==> config.mk <==
export PLATFORM = sky130hd
export DESIGN_NAME = fifo_ctrl8
export DESIGN_NICKNAME = d
export VERILOG_FILES = /design/src/rtl/fifo_ctrl8_pkg.sv /design/src/rtl/fifo_ctrl8_dec3to8.sv /design/src/rtl/fifo_ctrl8.sv
export SDC_FILE = /design/constraint.sdc
export NUM_CORES = 1
export LEC_CHECK = 0
export CELL_PAD_IN_SITES_DETAIL_PLACEMENT = 0
export CELL_PAD_IN_SITES_GLOBAL_PLACEMENT = 2
export CORE_UTILIZATION = 25
export CTS_BUF_LIST = sky130_fd_sc_hd__clkbuf_8
export CTS_CLUSTER_DIAMETER = 120
export DETAILED_ROUTE_END_ITERATION = 10
export GPL_TIMING_DRIVEN = 1
export PLACE_DENSITY_LB_ADDON = 0.1
export SLEW_MARGIN = 40
export SYNTH_ARGS = -nofsm -noshare
export SYNTH_HDL_FRONTEND = slang
export SYNTH_SLANG_ARGS = --single-unit
==> constraint.sdc <==
create_clock -name clk -period 2.8 [get_ports clk]
set_input_delay 0.84 -clock clk [delete_from_list [all_inputs] [get_ports clk]]
set_output_delay 0.84 -clock clk [all_outputs]
set_load 0.03 [all_outputs]
==> src/rtl/fifo_ctrl8_pkg.sv <==
// rtl/fifo_ctrl8_pkg.sv - shared depth constant and FSM state encodings for fifo_ctrl8
package fifo_ctrl8_pkg;

    localparam int FIFO_DEPTH = 8;
    localparam int PTR_W      = 3;
    localparam int CNT_W      = 4;

    typedef enum logic [2:0] {
        ST_INIT   = 3'd0,
        ST_IDLE   = 3'd1,
        ST_WRITE  = 3'd2,
        ST_READ   = 3'd3,
        ST_WR_RD  = 3'd4,
        ST_WR_ERR = 3'd5,
        ST_RD_ERR = 3'd6
    } state_t;

endpackage

==> src/rtl/fifo_ctrl8_dec3to8.sv <==
// rtl/fifo_ctrl8_dec3to8.sv - 3-to-8 one-hot decoder with enable
module fifo_ctrl8_dec3to8 (
    input  logic       en,
    input  logic [2:0] sel,
    output logic [7:0] dec
);

    assign dec = en ? (8'h01 << sel) : 8'h00;

endmodule

==> src/rtl/fifo_ctrl8.sv <==
// rtl/fifo_ctrl8.sv - pointer/count controller for an 8-entry register-bank FIFO
module fifo_ctrl8
    import fifo_ctrl8_pkg::*;
#(
    parameter int DEPTH = FIFO_DEPTH
) (
    input  logic             clk,
    input  logic             reset_n,
    input  logic             wr_en,
    input  logic             rd_en,
    output logic [7:0]       reg_en,
    output logic [PTR_W-1:0] rd_sel,
    output logic [CNT_W-1:0] data_count,
    output logic             full,
    output logic             empty,
    output logic             wr_ack,
    output logic             wr_err,
    output logic             rd_ack,
    output logic             rd_err,
    output logic [2:0]       state
);

    logic [PTR_W-1:0] head;
    logic [PTR_W-1:0] tail;
    logic [CNT_W-1:0] count;
    state_t           st;
    logic             push_ok;
    logic             pop_ok;
    logic             push_rej;
    logic             pop_rej;

    assign full       = (count == CNT_W'(DEPTH));
    assign empty      = (count == '0);
    assign push_ok    = wr_en & ~full;
    assign pop_ok     = rd_en & ~empty;
    assign push_rej   = wr_en & full;
    assign pop_rej    = rd_en & empty;
    assign rd_sel     = head;
    assign data_count = count;
    assign state      = st;

    // The bank captures on the same edge tail advances, so the enable is purely combinational.
    fifo_ctrl8_dec3to8 u_dec (
        .en  (push_ok),
        .sel (tail),
        .dec (reg_en)
    );

    always_ff @(posedge clk or negedge reset_n) begin
        if (!reset_n) begin
            head   <= '0;
            tail   <= '0;
            count  <= '0;
            st     <= ST_INIT;
            wr_ack <= 1'b0;
            wr_err <= 1'b0;
            rd_ack <= 1'b0;
            rd_err <= 1'b0;
        end else begin
            if (push_ok) tail <= tail + 3'd1;
            if (pop_ok)  head <= head + 3'd1;

            case ({push_ok, pop_ok})
                2'b10:   count <= count + 4'd1;
                2'b01:   count <= count - 4'd1;
                default: count <= count;
            endcase

            wr_ack <= push_ok;
            wr_err <= push_rej;
            rd_ack <= pop_ok;
            rd_err <= pop_rej;

            // Accepted operations take priority over rejections for the reported state.
            if (push_ok && pop_ok)  st <= ST_WR_RD;
            else if (push_ok)       st <= ST_WRITE;
            else if (pop_ok)        st <= ST_READ;
            else if (push_rej)      st <= ST_WR_ERR;
            else if (pop_rej)       st <= ST_RD_ERR;
            else                    st <= ST_IDLE;
        end
    end

endmodule

-- Word-level counts from Yosys, hierarchy flattened
Index checks and enable logic that the tools add are counted.
- logic and storage cells: 32
- RAM bits: 0
- output and inout bits: 24
- register bits: 17
- latch bits: 0
- memories: 0
- input bits: 4
- bits in read-only memories: 0
- add/sub/neg operators: 4
- eq/ne operators: 3
- shift operators: 1
- muxes and demuxes: 7
- bitwise gates (word level): 6
- reductions and logical operators: 3
- multipliers: 0
- div/mod/pow operators: 0
- magnitude comparators: 0
- operator list (cell ; count):
    3-bit 2-to-1 mux ; 5
    8-bit 2-to-1 mux ; 1
    4-bit case mux with 2 select lines ; 1
    1-bit by 3-bit left shift with 8-bit output (first input constant) ; 1
    3-bit by 1-bit adder with 3-bit output (second input constant) ; 2
    4-bit by 1-bit adder with 4-bit output (second input constant) ; 1
    1-bit bitwise AND ; 4
    4-bit == test (second input constant) ; 1
    4-bit logical NOT ; 1
    4-bit by 1-bit subtractor with 4-bit output (second input constant) ; 1
    2-bit by 1-bit == test with 1-bit output (second input constant) ; 1
    2-bit == test (second input constant) ; 1
    1-bit NOT ; 2
    2-bit nonzero test ; 1
    1-bit logical AND ; 1

-- Depth between registers and ports, before layout
Gate-level depths: netlist of the first run.
- depth in word-level cells: 7
- mapped depth: 11
- mapped depth without buffers: 10

-- Modules after synthesis
From an unflattened synthesis of the first run, not the netlist that was laid out.
- cells, all modules: 74
- area, all modules: 924.6 um^2
- modules (own cells, without submodules) (module ; cells an instance ; area each (um^2) ; sequential area each (um^2) ; times used):
    fifo_ctrl8 ; 66 ; 829.5 ; 425.4 ; 1
    fifo_ctrl8_dec3to8 ; 8 ; 95.1 ; 0.0 ; 1

-- Worst setup path after synthesis of the first run
Ideal clock, no wire load.
- path type: register to output
- start: reg count[1], in the netlist data_count[1]
- end: out reg_en[2]
- data arrival time: 1.763 ns
- stages on the path, launching flop included: 7
- path slack: 0.197 ns
- data required time: 1.960 ns
- path buffers: 2
- path through: dfrtp_1 > buf_6 > or4b_4 > nand2_4 > inv_2 > buf_6 > and3_1
- cells in the longest elaborated chain, start to end: 4
- RTL lines (element ; RTL line ; text):
    start: declaration ; fifo_ctrl8.sv:25 ; logic [CNT_W-1:0] count;
    start signal: assignment ; fifo_ctrl8.sv:64 ; 2'b10: count <= count + 4'd1;
    start signal: assignment ; fifo_ctrl8.sv:65 ; 2'b01: count <= count - 4'd1;
    start signal: assignment ; fifo_ctrl8.sv:66 ; default: count <= count;
    4-bit == test ; fifo_ctrl8.sv:32 ; assign full = (count == CNT_W'(DEPTH));
    1-bit NOT ; fifo_ctrl8.sv:34 ; assign push_ok = wr_en & ~full;
    1-bit bitwise AND ; fifo_ctrl8.sv:34 ;
    net push_ok ; fifo_ctrl8.sv:27 ; logic push_ok;
    8-bit 2-to-1 mux ; fifo_ctrl8_dec3to8.sv:8 ; assign dec = en ? (8'h01 << sel) : 8'h00;
    end: declaration ; fifo_ctrl8.sv:11 ; output logic [7:0] reg_en,
The timed path passes the listed nets, and every way through them passes these cells.

-- Final worst setup path of the first run
- start: reg count[2], in the netlist data_count[2]
- end: out reg_en[1]
- cells in the longest elaborated chain, start to end: 4
- RTL lines (element ; RTL line):
    4-bit == test ; fifo_ctrl8.sv:32
    1-bit NOT ; fifo_ctrl8.sv:34
    1-bit bitwise AND ; fifo_ctrl8.sv:34
    8-bit 2-to-1 mux ; fifo_ctrl8_dec3to8.sv:8
Every way passes these cells.

==> results of run 1 <==
==> metal layers <==
metal	routed length, um	vias up
met1	868	332
met3	91	2
li1	-	362
met4	12	0
met2	976	19
met5	0	-
==> flip-flops by register name, indices dropped and copies added (netlist names) <==
signal / cells
data_count: 4
rd_sel: 3
state: 3
tail: 3
rd_ack: 1
rd_err: 1
wr_ack: 1
wr_err: 1
==> how the worst max path moves through the flow <==
stage	end	depth (start not counted)	startpoint
5_1_grt	reg_en[5]	5	data_count[2]
2_1_floorplan	reg_en[2]	6	data_count[1]
3_3_place_gp	reg_en[0]	5	wr_en
3_5_place_dp	reg_en[5]	5	wr_en
4_1_cts	reg_en[5]	5	wr_en
6_report	reg_en[1]	5	data_count[2]
==> logic make-up after synthesis <==
logic type,count (synthesis),share of synthesized area
adders and majority gates,11,0.146
AOI/OAI and AO/OA,7,0.0411
buffers and inverters,9,0.0517
DFF,17,0.451
xor gates and xnor gates,8,0.0822
muxes,3,0.0332
and+or+nand+nor,30,0.195
==> per-stage QoR <==
stage                     std cells   util  hold slack, ps
after floorplan                  85      -             511
after global placement          166  0.376             460
after detailed placement        166  0.376             473
after CTS                       170  0.389             487
after global routing            170  0.390             502
final                           170  0.390             481
==> layout make-up <==
type / count / share of cell area
sequential: 17 / 0.314
multi-input combinational: 59 / 0.347
inverter: 7 / 0.0194
tap: 46 / 0.0425
timing repair buffer: 37 / 0.243
clock buffer: 3 / 0.0305
clock inverter: 1 / 0.00370
==> repair_timing <==
| item | CTS | global route |
|---|---|---|
| endpoints found under the hold margin | 0 | 0 |
| pin swaps | 0 | 0 |
| endpoints found under the setup margin | 1 | 2 |
| resized for setup | 1 | 2 |
==> power breakdown <==
part | internal (mW) | switching (mW)
Sequential | 0.345 | 0.0638
Clock | 0.0985 | 0.0804
Combinational | 0.391 | 0.489
Total | 0.835 | 0.634
==> layout by cell type (no fill, tap or decap), drive strengths merged, types with 2 or more instances in the layout <==
cell	instances
a21oi	3
and3	9
buf	18
clkbuf	3
clkdlybuf4s50	16
dfrtp	17
dlymetal6s2s	2
ha	11
inv	7
mux2i	2
nand2	9
nand3b	2
nor2	3
nor3	2
nor4bb	2
o21ai	4
xnor2	4
xor2	4
==> flow_summary.toml, run 1 <==
[synth]
synthesis.nets = 100
ys_seq_elements = 17
ys_types = 25
ys_warn_count = 0
syn_area_sq_um = 943
synthTopCellsByArea = "dfrtp_1 (45%), ha_1 (15%), and3_1 (6.0%)"
yosysSeqAreaShare = 0.451
synth_top_area_share = 0.451
synth_ff_type = "dfrtp_1"
synth_edf_count = 0
yosysMostFrequentCell = "dfrtp_1"
yosysTopAreaCell = "dfrtp_1"
syn_area_per_cell_sq_um = 11.1
ys_top_cells_by_count = "dfrtp_1 (17), ha_1 (11), and3_1 (9)"
syn_inst = 85
async_flop_share = 1.00

[global_routing]
grt_pass1_wl_um = 3550
antenna_found_initial = 0
grt_use_met2 = 0.191
grt.met1_usage = 0.136
grt_overflow = 0
use_met3 = 0.0344
grt_pass1_vias = 765
top_usage_layer = "met2"
grt_max_degree = 18
grtUsageTotal = 0.112

[critical_path]
slowest_stage = "or4b_4"
worstSetupPathType = "register to primary output"
reg2reg_from = "data_count[2]"
start_kind = "register"
crit_chain = "or4b_4, nand2_4, inv_2, and3_1, buf_4"
critical_path_arrival_ps = 1760
rr_worst_depth = 10
crit_buf_inv = 2
cp_top_family = "simple AND/OR/NAND/NOR gates"
max_stage_delay_ps = 590
rr_endpoint = "data_count[2]"
critPathMaxFanout = 7
endpoint_kind = "primary output"
cp.required_ps = 1960
regToRegSetupSlack_ps = 570

[timing]
timing.final.crit_share = 0.929
finalHoldViolations = 0
maxSlewHeadroom = 0.781
drv_slew = 0
worst_pin_slew_ps = 325
timing.final.ws_setup_ps = 199
finalCriticalPeriod_ps = 2600
rsz0062_at_grt = "no"
fmax_mhz = 384
setup_violations = 0
clock_skew_ps = 0.812
setup-tns-final_ps = 0

[layout]
drive_above_1_share = 0.242
area_growth_pct = 43.5
fillers = 368
num_antenna_cells = 0
fin_area_sq_mm = 0.00135
regArea_sq_um = 425
multi_input_area_sq_um = 469
nNetsFinal = 140

[die]
fp.coreArea_sq_mm = 0.00347
pin_count = 28
initial_utilization = 0.272
rows = 21
die-width_um = 63.4
die-area_sq_mm = 0.00402
dieHeight_um = 63.4

[routing]
routedWlPerCell_um = 11.5
drc_errors = 0
wirelength_um = 1950
drt-pass1-iter-count = 4
drt-initial-drc-count = 29
via_count = 715
vias_per_cell = 4.21
ant_nets = 0

[cts]
clk_pin_slew_ps = 60
clk_latency_ps = 250
clk_path_buf_depth = 2
cts_hold_buffers = 0
clkSinkCount = 17
cts_buffers = 3
cts_tree = "built"
post_cts_buffers = 0
root_buffer = "clkbuf_8"
htree_num_levels = 1

[power]
power_leakage_nw = 0.720
power.density_mw_per_mm2 = 1080
finalPower_mw = 1.47
ir_drop_uv = 398

[worst_hold_path]
holdPathEnd = "rd_sel[2]"
hold_class = "register to register"
hp-start = "rd_sel[2]"
whs_path_depth = 1

[place]
io_buffers = 27
gp_congestion = 0.666
place_area_sq_mm = 0.00130
place_hpwl_um = 1560
place_ws_ps = 56.6

[outcome]
outcome = "complete, no violations"

[flow_run]
drv_cap = 0
No activity file was read; power rests on OpenSTA's default activity.
==> run 2, diff against run 1 <==
--- a/config.mk
+++ b/config.mk
@@ -7,6 +7,7 @@
 export LEC_CHECK = 0
 export CELL_PAD_IN_SITES_DETAIL_PLACEMENT = 0
 export CELL_PAD_IN_SITES_GLOBAL_PLACEMENT = 2
+export CORE_ASPECT_RATIO = 0.5
 export CORE_UTILIZATION = 25
 export CTS_BUF_LIST = sky130_fd_sc_hd__clkbuf_8
 export CTS_CLUSTER_DIAMETER = 120
==> run 2 against run 1 <==
Clock power barely moved. Register-to-register slack got worse by 130 ps. Design area is 1.3% lower. Global-route usage is 0.11 points higher. Critical endpoint is now reg_en[2].
==> flow_summary.toml, run 2 (same netlist as run 1, synthesis figures left out) <==
[outcome]
outcome = "complete, no violations"

[power]
power_leakage_nw = 0.703
ir_drop_uv = 430
power.density_mw_per_mm2 = 1090
finalPower_mw = 1.46

[timing]
drv_slew = 0
rsz0062_at_grt = "no"
setup-tns-final_ps = 0
timing.final.crit_share = 0.968
worst_pin_slew_ps = 399
setup_violations = 0
finalHoldViolations = 0
fmax_mhz = 369
whs_ps = 480
timing.final.ws_setup_ps = 90.3
clock_skew_ps = 2.18
maxSlewHeadroom = 0.734
finalCriticalPeriod_ps = 2710

[cts]
clkSinkCount = 17
clk_path_buf_depth = 2
clk_pin_slew_ps = 60
htree_num_levels = 1
cts_tree = "built"
clk_latency_ps = 250
cts_buffers = 3
post_cts_buffers = 0
root_buffer = "clkbuf_8"

[layout]
num_antenna_cells = 0
final_common_cell = "dfrtp_1"
postLayoutCoreUtil = 0.379
mostFrequentLayoutCells = "dfrtp_1 (17), clkdlybuf4s50_1 (16), buf_4 (16)"
fin_area_sq_mm = 0.00134
nNetsFinal = 138
largest_reg_flops = 4
drive_above_1_share = 0.230
final_cells = 173
area_growth_pct = 41.6

[critical_path]
critical_path_arrival_ps = 1870
max_stage_delay_ps = 620
start_kind = "register"
reg2reg_from = "data_count[2]"
crit_end = "reg_en[2]"
startpoint = "data_count[2]"
worstSetupPathType = "register to primary output"
cp.required_ps = 1960
crit_chain = "or4b_4, nand2_4, inv_2, and3_1, buf_4"
endpoint_kind = "primary output"
regToRegSetupSlack_ps = 440
rr_worst_depth = 9
critPathMaxFanout = 7
slowest_stage = "or4b_4"
rr_endpoint = "data_count[3]"

[place]
place_area_sq_mm = 0.00129
dp.cells = 169
place_ws_ps = 80.6
place_hpwl_um = 1610
io_buffers = 27
gp_congestion = 0.684

[global_routing]
antenna_found_initial = 0
grt_max_degree = 18
grtUsageTotal = 0.113
grt_pass1_wl_um = 3220
grt_pass1_vias = 670
grt_overflow = 0

[flow_run]
drv_cap = 0

[die]
die-width_um = 88.9
initial_utilization = 0.267
rows = 15
dieHeight_um = 45.4
pin_count = 28
fp.coreArea_sq_mm = 0.00353
die-area_sq_mm = 0.00404

[routing]
drt-initial-drc-count = 27
wirelength_um = 1950
routedWlPerCell_um = 11.3
via_count = 714
drc_errors = 0
drt-pass1-iter-count = 4
vias_per_cell = 4.13
ant_nets = 0

[worst_hold_path]
hold_class = "register to register"
## run 2: cell types whose count changed in the layout (fill, tap and decap cells not counted)
cell and delta:
buf_4 -2, clkinv_2 -1, dlymetal6s2s_1 -1, inv_1 +1
buf_2 +1
## run 2: worst min path at each step
stage,from,endpoint,slack [ps],cells past startpoint
2_1_floorplan,tail[2],tail[2],510,2
3_3_place_gp,rd_sel[2],rd_sel[2],460,1
3_5_place_dp,rd_sel[2],rd_sel[2],470,1
4_1_cts,rd_sel[2],rd_sel[2],490,1
5_1_grt,rd_sel[2],rd_sel[2],520,1
6_report,rd_sel[2],rd_sel[2],480,1
## run 2: layout make-up
class | count | area, sq um
fill | 371 | 2190
multi-input combinational | 59 | 469
sequential | 17 | 425
timing repair buffer | 35 | 307
tap | 51 | 63.8
clock buffer | 3 | 41.3
inverter | 7 | 26.3
clock inverter | 1 | 3.75
## run 2: critical path, delay by kind of cell (launching register included)
kind | cells | cell delay (ps)
simple gates | 3 | 930
flops | 1 | 450
buf+inv | 2 | 220
## run 2: timing repair
item | 4_1_cts | 5_1_grt
hold buffers | 0 | 0
cloned | 0 | 0
resized for setup | 1 | 1
endpoints found under the setup margin | 1 | 1
## run 2: per-layer routing
metal / GRT usage / wire length, um / part of all wire
met3: 0.0435 / 107 / 0.055
met4: 0.0194 / 7 / 0.0036
met1: 0.148 / 959 / 0.49
met2: 0.183 / 877 / 0.45
met5: 0 / 0 / 0
## run 2: power breakdown
group          leakage (nW)  total, mW  internal, mW  switching, mW
sequential            0.207      0.432         0.344         0.0875
combinational         0.469      0.845         0.374          0.471
clock                0.0269      0.181        0.0973         0.0834
total                 0.703       1.46         0.816          0.642
==> run 3, diff against run 2 <==
--- a/config.mk
+++ b/config.mk
@@ -12,6 +12,7 @@
 export CTS_BUF_LIST = sky130_fd_sc_hd__clkbuf_8
 export CTS_CLUSTER_DIAMETER = 120
 export DETAILED_ROUTE_END_ITERATION = 10
+export GPL_ROUTABILITY_DRIVEN = 0
 export GPL_TIMING_DRIVEN = 1
 export PLACE_DENSITY_LB_ADDON = 0.1
 export SLEW_MARGIN = 40
==> results of run 3 <==
Final layout, timing and power as in run 2 (identical DEF).
